## src/rtl/vend_pkg.sv

```systemverilog
// Shared types and codes for the vend/change dispense controller.
package vend_pkg;

    typedef enum logic [2:0] {
        StIdle,
        StBotPulse,
        StBotWait,
        StCoinChk,
        StCoinPulse,
        StCoinWait,
        StFault
    } vend_state_e;

    localparam logic [1:0] CHG_NONE = 2'b00;
    localparam logic [1:0] CHG_5    = 2'b01;
    localparam logic [1:0] CHG_10   = 2'b10;

    localparam logic [1:0] FLT_NONE    = 2'b00;
    localparam logic [1:0] FLT_BOT_TO  = 2'b01;
    localparam logic [1:0] FLT_COIN_TO = 2'b10;
    localparam logic [1:0] FLT_EMPTY   = 2'b11;

    typedef struct packed {
        logic       bottle;
        logic [1:0] coins;
    } vend_req_t;

endpackage

```

## src/rtl/vend_req_fifo.sv

```systemverilog
// Request queue; when full, a same-cycle pop frees the slot so the push is taken.
module vend_req_fifo
    import vend_pkg::*;
#(
    parameter int unsigned DEPTH = 4
) (
    input  logic      clk,
    input  logic      rst,
    input  logic      push,
    input  vend_req_t push_data,
    input  logic      pop,
    output vend_req_t pop_data,
    output logic      push_ok,
    output logic      full,
    output logic      empty
);

    localparam int unsigned AW = $clog2(DEPTH);
    localparam int unsigned PW = AW + 1;

    vend_req_t     mem [DEPTH];
    logic [AW:0]   wr_ptr;
    logic [AW:0]   rd_ptr;
    logic          do_pop;

    assign empty    = (wr_ptr == rd_ptr);
    assign full     = (wr_ptr[AW] != rd_ptr[AW]) && (wr_ptr[AW-1:0] == rd_ptr[AW-1:0]);
    assign do_pop   = pop && !empty;
    assign push_ok  = push && (!full || do_pop);
    assign pop_data = mem[rd_ptr[AW-1:0]];

    always_ff @(posedge clk) begin
        if (!rst) begin
            wr_ptr <= '0;
            rd_ptr <= '0;
        end else begin
            if (push_ok) begin
                wr_ptr <= wr_ptr + PW'(1);
            end
            if (do_pop) begin
                rd_ptr <= rd_ptr + PW'(1);
            end
        end
    end

    always_ff @(posedge clk) begin
        if (push_ok) begin
            mem[wr_ptr[AW-1:0]] <= push_data;
        end
    end

endmodule

```

## src/rtl/vend_dispense_ctrl.sv

```systemverilog
// Queues vend/change events and drives timed bottle/coin solenoid pulses confirmed by sensors.
// Define VEND_DISP_STATS_EN to add the bottles_served / coins_paid counters.
module vend_dispense_ctrl
    import vend_pkg::*;
#(
    parameter int unsigned PULSE_CYCLES   = 4,
    parameter int unsigned TIMEOUT_CYCLES = 64,
    parameter int unsigned FIFO_DEPTH     = 4,
    parameter int unsigned INV_W          = 8
) (
    input  logic             clk,
    input  logic             rst,
    input  logic             vend_out,
    input  logic [1:0]       vend_change,
    output logic             bottle_sol,
    input  logic             bottle_sense,
    output logic             coin_sol,
    input  logic             coin_sense,
    input  logic             inv_load,
    input  logic [INV_W-1:0] inv_value,
    output logic [INV_W-1:0] coin_count,
    output logic             busy,
    output logic             fifo_full,
    output logic             drop,
    output logic             fault,
    output logic [1:0]       fault_code
`ifdef VEND_DISP_STATS_EN
    ,
    output logic [15:0]      bottles_served,
    output logic [15:0]      coins_paid
`endif
);

    localparam int unsigned CntMax = (PULSE_CYCLES > TIMEOUT_CYCLES) ? PULSE_CYCLES
                                                                     : TIMEOUT_CYCLES;
    localparam int unsigned CntW   = $clog2(CntMax + 1);

    vend_state_e     state;
    logic [CntW-1:0] cnt;
    logic [1:0]      cur_coins;

    vend_req_t push_data;
    vend_req_t pop_data;
    logic      req_seen;
    logic      req_valid;
    logic      push;
    logic      push_ok;
    logic      pop;
    logic      empty;

    always_comb begin
        push_data.bottle = vend_out;
        unique case (vend_change)
            CHG_5:   push_data.coins = 2'd1;
            CHG_10:  push_data.coins = 2'd2;
            default: push_data.coins = 2'd0;
        endcase
    end

    // Code 11 alone carries nothing to dispense and is discarded.
    assign req_seen  = vend_out || (vend_change != CHG_NONE);
    assign req_valid = vend_out || (push_data.coins != 2'd0);
    assign push      = req_seen && req_valid && (state != StFault);
    assign pop       = (state == StIdle) && !empty;
    assign busy      = (state != StIdle) || !empty;

    vend_req_fifo #(
        .DEPTH (FIFO_DEPTH)
    ) u_fifo (
        .clk       (clk),
        .rst       (rst),
        .push      (push),
        .push_data (push_data),
        .pop       (pop),
        .pop_data  (pop_data),
        .push_ok   (push_ok),
        .full      (fifo_full),
        .empty     (empty)
    );

    always_ff @(posedge clk) begin
        if (!rst) begin
            state      <= StIdle;
            cnt        <= '0;
            cur_coins  <= 2'd0;
            bottle_sol <= 1'b0;
            coin_sol   <= 1'b0;
            coin_count <= '0;
            drop       <= 1'b0;
            fault      <= 1'b0;
            fault_code <= FLT_NONE;
`ifdef VEND_DISP_STATS_EN
            bottles_served <= 16'd0;
            coins_paid     <= 16'd0;
`endif
        end else begin
            drop <= req_seen && !push_ok;
            if (inv_load && (state == StIdle || state == StFault)) begin
                coin_count <= inv_value;
            end
            unique case (state)
                StIdle: begin
                    if (!empty) begin
                        cur_coins <= pop_data.coins;
                        if (pop_data.bottle) begin
                            state      <= StBotPulse;
                            bottle_sol <= 1'b1;
                            cnt        <= CntW'(PULSE_CYCLES - 1);
                        end else if (pop_data.coins != 2'd0) begin
                            state <= StCoinChk;
                        end
                    end
                end
                StBotPulse: begin
                    if (cnt == '0) begin
                        bottle_sol <= 1'b0;
                        state      <= StBotWait;
                    end else begin
                        cnt <= cnt - CntW'(1);
                    end
                end
                StBotWait: begin
                    if (bottle_sense) begin
                        state <= (cur_coins != 2'd0) ? StCoinChk : StIdle;
`ifdef VEND_DISP_STATS_EN
                        if (bottles_served != 16'hFFFF) bottles_served <= bottles_served + 16'd1;
`endif
                    end else if (cnt == CntW'(TIMEOUT_CYCLES - 1)) begin
                        state      <= StFault;
                        fault      <= 1'b1;
                        fault_code <= FLT_BOT_TO;
                    end else begin
                        cnt <= cnt + CntW'(1);
                    end
                end
                StCoinChk: begin
                    if (coin_count == '0) begin
                        state      <= StFault;
                        fault      <= 1'b1;
                        fault_code <= FLT_EMPTY;
                    end else begin
                        state    <= StCoinPulse;
                        coin_sol <= 1'b1;
                        cnt      <= CntW'(PULSE_CYCLES - 1);
                    end
                end
                StCoinPulse: begin
                    if (cnt == '0) begin
                        coin_sol <= 1'b0;
                        state    <= StCoinWait;
                    end else begin
                        cnt <= cnt - CntW'(1);
                    end
                end
                StCoinWait: begin
                    if (coin_sense) begin
                        if (coin_count != '0) coin_count <= coin_count - INV_W'(1);
                        cur_coins <= cur_coins - 2'd1;
                        state     <= (cur_coins == 2'd1) ? StIdle : StCoinChk;
`ifdef VEND_DISP_STATS_EN
                        if (coins_paid != 16'hFFFF) coins_paid <= coins_paid + 16'd1;
`endif
                    end else if (cnt == CntW'(TIMEOUT_CYCLES - 1)) begin
                        state      <= StFault;
                        fault      <= 1'b1;
                        fault_code <= FLT_COIN_TO;
                    end else begin
                        cnt <= cnt + CntW'(1);
                    end
                end
                StFault: begin
                    bottle_sol <= 1'b0;
                    coin_sol   <= 1'b0;
                end
                default: state <= StIdle;
            endcase
        end
    end

endmodule

```

## config.mk

```make
export PLATFORM = sky130hd
export DESIGN_NAME = vend_dispense_ctrl
export DESIGN_NICKNAME = d
export VERILOG_FILES = /design/src/rtl/vend_pkg.sv /design/src/rtl/vend_req_fifo.sv /design/src/rtl/vend_dispense_ctrl.sv
export SDC_FILE = /design/constraint.sdc
export NUM_CORES = 1
export LEC_CHECK = 0
export BUFFER_PORTS_ARGS = -buffer_cell sky130_fd_sc_hd__buf_2
export CAP_MARGIN = 20
export CORE_ASPECT_RATIO = 1.1
export CORE_MARGIN = 2
export CORE_UTILIZATION = 45
export CTS_CLUSTER_DIAMETER = 150
export DETAILED_ROUTE_END_ITERATION = 16
export PLACE_DENSITY = 0.65
export SLEW_MARGIN = 20
export SYNTH_ARGS = -nofsm -noshare
export SYNTH_HDL_FRONTEND = slang
export SYNTH_SLANG_ARGS = --single-unit
```

## constraint.sdc

```tcl
create_clock -name clk -period 2.6 [get_ports clk]
set_input_delay 0.13 -clock clk [delete_from_list [all_inputs] [get_ports clk]]
set_output_delay 0.13 -clock clk [all_outputs]
set_load 0.1 [all_outputs]
```

==> out/metrics.cfg <==
[routing]
drt_iter0_drc = 146
detail_route.wl_per_cell_um = 14.5
drc = 0
ant_nets = 0
firstDrtPassIters = 4
viasPerCell = 5.53
routed_wl_mm = 5.93
vias = 2256

[critical_path]
crit_slowest_cell = dfxtp_2
ff2ff_path_depth = 10
cp_cell_sequence = nand3b_1, o21ai_1, inv_2, ha_1, nor2b_1, o31ai_1, a211o_1, nand2_1, or3_1, o22ai_1
r2r-start = state[2]
arrival_ns = 2.60
crit_end = cnt[6]
crit_path_start = state[2]
reg2reg_slack_ns = 0.24
crit_fanout = 9
cp.required_ns = 2.83
r2r-end = cnt[6]
setup.worst_path.start_class = register
worstSetupPathType = reg2reg
cp-end-kind = register
slowest_delay_ns = 0.43

[timing]
slew_headroom_pct = 63.1
finalCritPeriodShare_pct = 90.9
max_freq_mhz = 423
fin_crit_ns = 2.36
rsz0062_at_grt = no
setup_violations = 0
maxSlewViolCount = 0
clock_skew_ns = 0.00451
final_hold_viol_count = 0
worst_slew_pin_slew_ns = 0.549
holdWs_ns = 0.0617
tns_ns = 0

[clock_network]
clock_latency_ns = 0.30
path_clk_slew_ns = 0.09
cts_hold_buf = 0
numCtsBuffers = 5
clockBufferDepth = 2
cts.sinks = 46
cts_root_buf = clkbuf_8
cts_tree = yes
htreeDepth = 2

[global_route]
grt_max_degree = 27
grt_pass1_vias = 2159
grt_antenna_before_repair = 0
gr-total-overflow = 0
grtUsageTotal_pct = 19.0
grt_pass1_wl_mm = 10.1

[synthesis]
synth-main-ff-cell = dfxtp_1
syn_nets = 327
synth_top_area_share_pct = 25.2
syn_area_per_cell_sq_um = 9.23
syn_inst = 293
ys_ff_latch = 46
yosysTopAreaCell = dfxtp_1
syn_area_sq_um = 2700
synth-edff-count = 12
async_reset_ff_share_pct = 0
synth.area.top_cells = dfxtp_1 (25%), edfxtp_1 (13%), ha_1 (7.9%), nor2_1 (4.0%), nand2_1 (3.7%)
synth_seq_area_share_pct = 38.5
synth_warnings = 0
ys_types = 66

[layout]
area_delta_synth_final_pct = 13.7
drive_above_1_share_pct = 21.5
final_cell_mix = dfxtp_1 (31), buf_2 (31), nor2_1 (29)
nets = 364
diodes = 0

[min_path]
hold_class = in2reg

[place]
portBuffers = 31
dp_hpwl_mm = 4.49
place.gp.congestion = 0.842

[floorplan]
die_area_sq_um = 6650
pin_count = 32
num_rows = 29
initial_core_util_pct = 46.6
core-area_sq_um = 5810
die_h_um = 85.3
chipWidth_um = 77.9

[pwr]
p_comb_share_pct = 60.6
power_density_nw_per_um2 = 1250
p_switching_mw = 1.87
ir_worst_vdd_v = 0.000547
p_sw_share_pct = 48.7
intPower_mw = 1.98
p_leak_nw = 1.27
clkPwrFrac_pct = 11.4
seq_power_share_pct = 28.0

[run_status]
status = finished, final reports clean

[run]
cap_violations = 0

state kept, by name (all words and copies together), names as in the netlist, 2 cells and up, named ones only:
register and count:
u_fifo.rd_ptr 3, coin_count 8, cur_coins 2, u_fifo.wr_ptr 3, fault_code 2, cnt 7, u_fifo.mem 12, state 3
logic make-up after synthesis:
logic type | after synthesis | share of synthesized area [%]
muxes | 6 | 3.89
xor gates and xnor gates | 13 | 4.49
DFF | 46 | 38.5
AOI/OAI and AO/OA | 73 | 18.6
buffers and inverters | 28 | 4.58
and+or+nand+nor | 109 | 21.3
adders and majority gates | 18 | 8.61
layer usage:
metal	wire, um	vias up	track usage [%]
met5	0	-	0
met4	60	0	7.66
met3	260	6	3.40
met2	3090	52	33.5
met1	2530	1057	22.8
li1	-	1141	-
final cells by class:
cell class	instances	area (sq um)
clock buffer	6	72.6
inverter	16	60.1
multi-input combinational	219	1550
fill	562	2730
timing repair buffer	42	238
tap	77	96.3
clock inverter	2	13.8
sequential	46	1040
worst max-delay path, delay by kind of cell, from the launching register on:
family | cells | cell delay [ns]
fa+ha+maj | 1 | 0.33
compound gates | 4 | 0.78
buf+inv | 1 | 0.11
flops | 1 | 0.43
simple gates | 4 | 0.65
Yosys cell counts, types with 2 or more instances:
cell and instances:
a21o_1 3, dfxtp_1 34, inv_2 2, a31oi_1 3, nand3b_1 4, nor4_1 2, a222oi_1 2, nand2b_1 3
a21oi_1 20, edfxtp_1 12, a211oi_1 2, o21a_1 2, o31ai_2 2, nor2_1 29, nor3_1 8, o22ai_1 2
nor2b_1 5, o311ai_1 2, or4_1 2, mux2i_1 3, buf_6 2, o31ai_1 2, xnor2_1 6, and2_1 4
nand2_1 27, ha_1 17, xor2_1 6, clkbuf_1 9, nand3_1 7, a31oi_2 2, mux4_1 2, or3_1 4
nor3b_1 2, inv_1 13, o21ai_1 5, a221oi_1 2, o21ai_0 11, nand4_1 2
stage by stage:
step	power [mW]	std cells	util (%)	instance area, sq um	setup slack (ns)
6_report	3.85	408	53.0	3080	0.236
5_1_grt	4.17	408	53.0	3080	0.0195
4_1_cts	3.88	408	53.0	3070	0.117
3_5_place_dp	3.42	400	51.5	2990	0.150
3_3_place_gp	3.40	400	51.5	2990	0.255
2_1_floorplan	2.98	293	-	2720	0.0670
timing repair:
action	CTS	global route
setup endpoints to repair	0	1
resized for setup	0	1
setup buffers	0	0
worst min path at each step:
stage	slack [ns]	to	startpoint	cells past startpoint
global placement	0.37	coin_count[0]	inv_value[0]	3
finish	0.06	coin_count[0]	inv_value[0]	3
CTS	0.05	coin_count[0]	inv_value[0]	3
global route	0.08	coin_count[0]	inv_value[0]	3
detailed placement	0.38	coin_count[0]	inv_value[0]	3
floorplan	0.23	u_fifo.mem[0][2]	vend_out	0
power groups by stage:
stage | Combinational [mW] | Sequential [mW] | Clock, mW
final | 2.33 | 1.08 | 0.438
after global routing | 2.57 | 1.11 | 0.483
after CTS | 2.34 | 1.08 | 0.465
after detailed placement | 2.33 | 1.10 | 0
after global placement | 2.31 | 1.09 | 0
after floorplan | 1.61 | 1.37 | 0
Power figures use the tool's default switching activity.
